==> config.mk <==
export PLATFORM = sky130hd
export DESIGN_NAME = approx_product_accumulator
export DESIGN_NICKNAME = d
export VERILOG_FILES = /design/src/rtl/approx_product_accumulator.sv
export SDC_FILE = /design/constraint.sdc
export NUM_CORES = 1
export LEC_CHECK = 0
export CAP_MARGIN = 15
export CELL_PAD_IN_SITES_DETAIL_PLACEMENT = 1
export CELL_PAD_IN_SITES_GLOBAL_PLACEMENT = 1
export CORE_ASPECT_RATIO = 1.75
export CORE_MARGIN = 4
export CORE_UTILIZATION = 40
export DETAILED_ROUTE_END_ITERATION = 8
export GPL_ROUTABILITY_DRIVEN = 0
export GPL_TIMING_DRIVEN = 0
export HOLD_SLACK_MARGIN = 0.02
export PLACE_DENSITY = 0.79
export REMOVE_ABC_BUFFERS = 1
export SKIP_LAST_GASP = 1
export SYNTH_ARGS = -nofsm -noshare
export SYNTH_HDL_FRONTEND = slang
export SYNTH_SLANG_ARGS = --single-unit
==> constraint.sdc <==
create_clock -name clk -period 3.4 [get_ports clk]
set_clock_uncertainty 0.2 [all_clocks]
set_input_delay 0.85 -clock clk [delete_from_list [all_inputs] [get_ports clk]]
set_output_delay 0.85 -clock clk [all_outputs]
set_load 0.01 [all_outputs]
==> src/rtl/approx_product_accumulator.sv <==
// -----------------------------------------------------------------------------
// approx_product_accumulator
//
// Back end of the 8x8 approximate multiplier. Products arrive on a valid/ready
// stream and are summed over a frame closed by prod_last. Each frame produces
// one result on a second valid/ready stream: a saturated sum, a saturated beat
// count, a sticky overflow flag and a flag showing whether the accuracy mode
// (prod_mask) changed inside the frame.
//
// Ports
//   clk         in   clock, all state updates on the rising edge
//   rst_n       in   synchronous active-low reset
//   prod_in     in   [PROD_W-1:0] unsigned product from the multiplier
//   prod_mask   in   accuracy mode that produced prod_in (1 = approximate)
//   prod_last   in   final product of the frame
//   prod_valid  in   prod_in / prod_mask / prod_last are valid
//   prod_ready  out  block can accept a product this cycle (registered)
//   sum_out     out  [ACC_W-1:0] saturated frame sum
//   sum_count   out  [CNT_W-1:0] saturated number of products in the frame
//   sum_ovf     out  sum or count saturated during the frame
//   sum_moderr  out  prod_mask changed within the frame
//   sum_valid   out  result valid
//   sum_ready   in   downstream accepts the result
// -----------------------------------------------------------------------------
module approx_product_accumulator #(
    parameter int unsigned PROD_W = 16,
    parameter int unsigned ACC_W  = 24,
    parameter int unsigned CNT_W  = 8
) (
    input  logic              clk,
    input  logic              rst_n,
    input  logic [PROD_W-1:0] prod_in,
    input  logic              prod_mask,
    input  logic              prod_last,
    input  logic              prod_valid,
    output logic              prod_ready,
    output logic [ACC_W-1:0]  sum_out,
    output logic [CNT_W-1:0]  sum_count,
    output logic              sum_ovf,
    output logic              sum_moderr,
    output logic              sum_valid,
    input  logic              sum_ready
);

    // IDLE: no beat of the current frame seen yet
    // ACCUM: frame open, at least one beat accepted
    // HOLD: result pending on the output stream
    localparam logic [1:0] ST_IDLE  = 2'd0;
    localparam logic [1:0] ST_ACCUM = 2'd1;
    localparam logic [1:0] ST_HOLD  = 2'd2;

    logic [1:0]       state_q, state_d;
    logic [ACC_W-1:0] acc_q, acc_d;
    logic [CNT_W-1:0] cnt_q, cnt_d;
    logic             ovf_q, ovf_d;
    logic             moderr_q, moderr_d;
    logic             ref_mask_q, ref_mask_d;
    logic             prod_ready_q, prod_ready_d;
    logic [ACC_W-1:0] sum_out_q, sum_out_d;
    logic [CNT_W-1:0] sum_count_q, sum_count_d;
    logic             sum_ovf_q, sum_ovf_d;
    logic             sum_moderr_q, sum_moderr_d;
    logic             sum_valid_q, sum_valid_d;

    // One extra bit on each adder so the carry out flags saturation.
    logic [ACC_W:0]   acc_sum;
    logic [CNT_W:0]   cnt_sum;
    logic [ACC_W-1:0] acc_sat;
    logic [CNT_W-1:0] cnt_sat;
    logic             acc_clip;
    logic             cnt_clip;
    logic             beat_accept;
    logic             mode_mismatch;
    logic             new_ovf;
    logic             new_moderr;

    always_comb begin
        acc_sum  = {1'b0, acc_q} + {{(ACC_W + 1 - PROD_W){1'b0}}, prod_in};
        cnt_sum  = {1'b0, cnt_q} + {{CNT_W{1'b0}}, 1'b1};
        acc_clip = acc_sum[ACC_W];
        cnt_clip = cnt_sum[CNT_W];
        acc_sat  = acc_clip ? {ACC_W{1'b1}} : acc_sum[ACC_W-1:0];
        cnt_sat  = cnt_clip ? {CNT_W{1'b1}} : cnt_sum[CNT_W-1:0];

        beat_accept = prod_valid & prod_ready_q;
        // The first beat defines the reference mode, so it can never mismatch.
        mode_mismatch = (state_q != ST_IDLE) && (prod_mask != ref_mask_q);
        new_ovf       = ovf_q | acc_clip | cnt_clip;
        new_moderr    = moderr_q | mode_mismatch;
    end

    always_comb begin
        state_d      = state_q;
        acc_d        = acc_q;
        cnt_d        = cnt_q;
        ovf_d        = ovf_q;
        moderr_d     = moderr_q;
        ref_mask_d   = ref_mask_q;
        sum_out_d    = sum_out_q;
        sum_count_d  = sum_count_q;
        sum_ovf_d    = sum_ovf_q;
        sum_moderr_d = sum_moderr_q;
        sum_valid_d  = sum_valid_q;

        case (state_q)
            ST_IDLE, ST_ACCUM: begin
                if (beat_accept) begin
                    acc_d    = acc_sat;
                    cnt_d    = cnt_sat;
                    ovf_d    = new_ovf;
                    moderr_d = new_moderr;
                    if (state_q == ST_IDLE) begin
                        ref_mask_d = prod_mask;
                    end
                    if (prod_last) begin
                        // Result includes the last beat and is visible next cycle.
                        state_d      = ST_HOLD;
                        sum_out_d    = acc_sat;
                        sum_count_d  = cnt_sat;
                        sum_ovf_d    = new_ovf;
                        sum_moderr_d = new_moderr;
                        sum_valid_d  = 1'b1;
                    end else begin
                        state_d = ST_ACCUM;
                    end
                end
            end
            ST_HOLD: begin
                if (sum_valid_q && sum_ready) begin
                    state_d     = ST_IDLE;
                    acc_d       = '0;
                    cnt_d       = '0;
                    ovf_d       = 1'b0;
                    moderr_d    = 1'b0;
                    sum_valid_d = 1'b0;
                end
            end
            default: begin
                state_d     = ST_IDLE;
                sum_valid_d = 1'b0;
            end
        endcase

        // Registered from the next state so it never combinationally sees sum_ready.
        prod_ready_d = (state_d != ST_HOLD);
    end

    always_ff @(posedge clk) begin
        if (!rst_n) begin
            state_q      <= ST_IDLE;
            acc_q        <= '0;
            cnt_q        <= '0;
            ovf_q        <= 1'b0;
            moderr_q     <= 1'b0;
            ref_mask_q   <= 1'b0;
            prod_ready_q <= 1'b0;
            sum_out_q    <= '0;
            sum_count_q  <= '0;
            sum_ovf_q    <= 1'b0;
            sum_moderr_q <= 1'b0;
            sum_valid_q  <= 1'b0;
        end else begin
            state_q      <= state_d;
            acc_q        <= acc_d;
            cnt_q        <= cnt_d;
            ovf_q        <= ovf_d;
            moderr_q     <= moderr_d;
            ref_mask_q   <= ref_mask_d;
            prod_ready_q <= prod_ready_d;
            sum_out_q    <= sum_out_d;
            sum_count_q  <= sum_count_d;
            sum_ovf_q    <= sum_ovf_d;
            sum_moderr_q <= sum_moderr_d;
            sum_valid_q  <= sum_valid_d;
        end
    end

    assign prod_ready = prod_ready_q;
    assign sum_out    = sum_out_q;
    assign sum_count  = sum_count_q;
    assign sum_ovf    = sum_ovf_q;
    assign sum_moderr = sum_moderr_q;
    assign sum_valid  = sum_valid_q;

endmodule

==> run summary, run 1 <==
LOGIC SYNTHESIS
--------------------------------------------------------------------------------
Mapped Area .......................................................     3880 µm²
Number of warnings issued by yosys ................................            0
Syn Area/Cell .....................................................     8.07 µm²
Sequential fraction of the synthesis area .........................        37.7%
Number of synthesized register bits ...............................           73
Netlist cell types ................................................           58
Asr flop ratio synth ..............................................           0%
Number of enable-type register cells in the synthesized netlist ...            0
Commonest register cell after synthesis ........................... sky130_fd_sc_hd__dfxtp_1
Synthesized instance count ........................................          481

TIMING
--------------------------------------------------------------------------------
Normalized max-slew margin ........................................        24.7%
Slew at the pin with the worst max-slew slack .....................      1130 ps
Hold violation count in the final report ..........................            0
Post-route clock period utilization ...............................        99.6%
Clock period minus final worst setup slack ........................      3390 ps
Max frequency .....................................................    0.295 GHz
Hold slack ........................................................       252 ps
Final sum of negative setup slack .................................         0 ps
Unrepaired setup endpoints after global routing ...................          yes
Setup violation total in the final timing report ..................            0
Slew Limit Fails ..................................................            0

WORST SETUP PATH
--------------------------------------------------------------------------------
Element type at the critical path end .............................     register
Data arrival, critical path .......................................      3370 ps
Length in cells of the worst reg-to-reg path ......................           11
Source of the critical timing path ................................   prod_in[0]
Setup Crit Path Kind ..............................................    in -> reg
Req. time, crit path ..............................................      3380 ps
R2R Path Start ....................................................     acc_q[0]
Highest fanout seen on the critical path ..........................           12
Crit path launch type .............................................   input port

CLOCKING
--------------------------------------------------------------------------------
Worst-path clk slew ...............................................        60 ps
Maximum level of the CTS H-tree ...................................            3
Clock net sink count ..............................................           73
Number of buffers created by CTS ..................................            9
Clock latency on the worst-skew pair ..............................       340 ps
TritonCTS clock tree ..............................................        built
Largest buffer count on any clock path ............................            2
Clock root cell ................................................... sky130_fd_sc_hd__clkbuf_16

GLOBAL ROUTING
--------------------------------------------------------------------------------
Total global routing overflow .....................................            0
Number of antenna violations at the first check in global routing .            0
First-pass GRT wire length ........................................     21200 µm
Largest net degree at the start of global routing .................           47
Number of global-route vias before repair .........................         4246
Overall Global Routing Usage ......................................        24.1%

FLOW RUN
--------------------------------------------------------------------------------
Total of max-cap violations .......................................            0

PWR
--------------------------------------------------------------------------------
Power per cell area ...............................................   509 nW/µm²
Lkg Pwr ...........................................................      1.91 nW
Net switching power ...............................................   0.000661 W
Clk pwr share .....................................................        47.4%
Proportion of power drawn by flip-flops and latches ...............        35.5%
Proportion of power drawn by combinational gates ..................        17.1%
Design Power ......................................................    0.00260 W
Int Power .........................................................    0.00194 W
Max VDD drop ......................................................     0.289 mV
Net Sw Frac .......................................................        25.4%

HOLD PATH
--------------------------------------------------------------------------------
Hold crit path type ...............................................   reg -> reg
Hold_sp ...........................................................   sum_moderr
Min-Delay Path Depth ..............................................            2

LAYOUT
--------------------------------------------------------------------------------
Fraction of layout cells with a size suffix above 1 ...............        11.5%
Area growth syn-to-layout .........................................        31.7%
Count of inserted antenna diode cells .............................            0
Final Core Density ................................................        54.0%
Post-route standard cell area excluding fillers ...................     5110 µm²
Total number of nets in the final design ..........................          573

ROUTING
--------------------------------------------------------------------------------
Number of DRC markers in iteration 0 ..............................          197
Final routed wirelength across all metal layers ...................     13400 µm
Drt wl/cell .......................................................      20.3 µm
Number of DRC violations after detailed routing ...................            0
First-pass iteration count of the detailed router .................            4
Number of vias per cell after detailed routing ....................         5.92
Antenna viol nets, final ..........................................            0
DR vias ...........................................................         3902

PLACEMENT
--------------------------------------------------------------------------------
Port Buffers ......................................................           57
DP HPWL ...........................................................      8390 µm
Placed instance area ..............................................     4530 µm²

FLOORPLANNING
--------------------------------------------------------------------------------
Number of cell rows ...............................................           47
Core area .........................................................     9470 µm²
Die ar. ...........................................................    11400 µm²
Die width .........................................................      82.5 µm
I/O pin count .....................................................           58
Die height ........................................................       138 µm
Initial Util ......................................................        41.0%

STATUS
--------------------------------------------------------------------------------
Run status ........................................................ finished, final reports clean

==> worst paths after layout <==
check                                  end  slack, ps
worst max-delay path             acc_q[10]         10
worst min-delay path            sum_moderr        250
worst max register to register   acc_q[10]        640
worst min register to register  sum_moderr        250
==> routing by layer <==
metal	wire [µm]	up-vias	share of wire (%)	track usage (%)
met2	7490	87	56	43.8
met1	5080	1943	38	26.1
met4	397	0	3.0	10.7
met3	409	37	3.1	3.78
li1	-	1835	-	-
met5	0	-	0	0
==> logic make-up (layout without fill, tap and decap cells) <==
group / count (synthesis) / after routing / synth area share [%]
AOI/OAI and AO/OA: 174 / 174 / 26.4
and+or+nand+nor: 157 / 159 / 20.9
DFF: 73 / 73 / 37.7
buffers and inverters: 36 / 90 / 3.84
xor gates and xnor gates: 20 / 20 / 4.51
adders and majority gates: 18 / 18 / 6.00
muxes: 3 / 3 / 0.774
==> registers in the layout (all words and copies together) (netlist names) <==
name	flops
ovf_q	1
prod_ready	1
moderr_q	1
sum_count	8
sum_valid	1
sum_moderr	1
sum_ovf	1
cnt_q	8
sum_out	24
acc_q	24
ref_mask_q	1
state_q	2
==> power by group through the flow <==
stage               sequential (W)  combinational [W]  clock (W)
floorplan                 0.000945           0.000223          0
detailed placement        0.000941           0.000385          0
finish                    0.000923           0.000445    0.00123
global placement          0.000938           0.000367          0
global route              0.000928           0.000479    0.00129
CTS                       0.000923           0.000416    0.00125
==> Yosys cell counts (all sizes together) (2+ instances only) <==
master | number | share of area [%]
a211oi | 12 | 2.8
a21boi | 3 | 0.58
a21o | 6 | 1.2
a21oi | 70 | 9.0
a22oi | 2 | 0.39
a31oi | 11 | 1.8
and2 | 6 | 0.97
and3 | 7 | 1.1
and4 | 5 | 1.1
buf | 6 | 0.94
clkbuf | 24 | 2.3
dfxtp | 73 | 38
ha | 17 | 5.5
inv | 6 | 0.58
mux2i | 3 | 0.77
nand2 | 39 | 3.8
nand2b | 2 | 0.32
nand3 | 10 | 1.4
nand4 | 2 | 0.71
nor2 | 42 | 4.3
nor2b | 5 | 0.81
nor3 | 32 | 4.9
o211ai | 6 | 1.4
o21ai | 54 | 7.1
o31ai | 3 | 0.58
or2 | 2 | 0.32
xnor2 | 15 | 3.4
xor2 | 5 | 1.1
==> layout by cell type, fill, tap and decap left out, drive strengths merged, types with 5 or more instances in the layout <==
master	synthesis	layout
a211oi	12	12
a21o	6	6
a21oi	70	70
a31oi	11	11
and2	6	6
and3	7	7
and4	5	5
buf	6	12
bufinv	0	5
clkbuf	24	9
clkdlybuf4s50	0	57
dfxtp	73	73
ha	17	17
inv	6	6
nand2	39	39
nand3	10	10
nor2	42	43
nor2b	5	5
nor3	32	33
o211ai	6	6
o21ai	54	54
xnor2	15	15
xor2	5	5
==> layout make-up <==
type	instances	area, µm²
clock inverter	6	155
tap	122	153
multi-input combinational	374	2390
fill	1122	4360
inverter	6	22.5
clock buffer	9	225
sequential	73	1460
timing repair buffer	69	704
==> critical path, stage by stage <==
cell and delay, ps:
sky130_fd_sc_hd__clkdlybuf4s50_1 430, sky130_fd_sc_hd__ha_2 200, sky130_fd_sc_hd__fa_2 370, sky130_fd_sc_hd__a211oi_4 300, sky130_fd_sc_hd__o211ai_4 150, sky130_fd_sc_hd__a211oi_4 310
sky130_fd_sc_hd__buf_6 150, sky130_fd_sc_hd__nor3_4 40, sky130_fd_sc_hd__buf_12 170, sky130_fd_sc_hd__buf_4 150, sky130_fd_sc_hd__o21ai_0 160, sky130_fd_sc_hd__a21oi_1 80
==> what timing repair did <==
item                       CTS  global route
gates cloned                 2             0
resized for setup           11            13
pin swaps                    7             6
setup endpoints to repair   46            43
buffers inserted             6             4
hold buffers                 0             0
==> stage by stage <==
stage / setup slack [ps] / std cells
global placement: -2390 / 630
floorplan: -90.0 / 451
detailed placement: -916 / 632
global route: -68.7 / 659
CTS: -19.9 / 655
finish: 12.7 / 659
Note: power is estimated with default switching activity, not from simulation.
==> run 2: changes to the inputs <==
--- a/config.mk
+++ b/config.mk
@@ -11,6 +11,7 @@
 export CORE_ASPECT_RATIO = 1.75
 export CORE_MARGIN = 4
 export CORE_UTILIZATION = 40
+export CTS_CLUSTER_DIAMETER = 60
 export DETAILED_ROUTE_END_ITERATION = 8
 export GPL_ROUTABILITY_DRIVEN = 0
 export GPL_TIMING_DRIVEN = 0
==> results of run 2 <==
Final layout, timing and power as in run 1 (identical DEF).
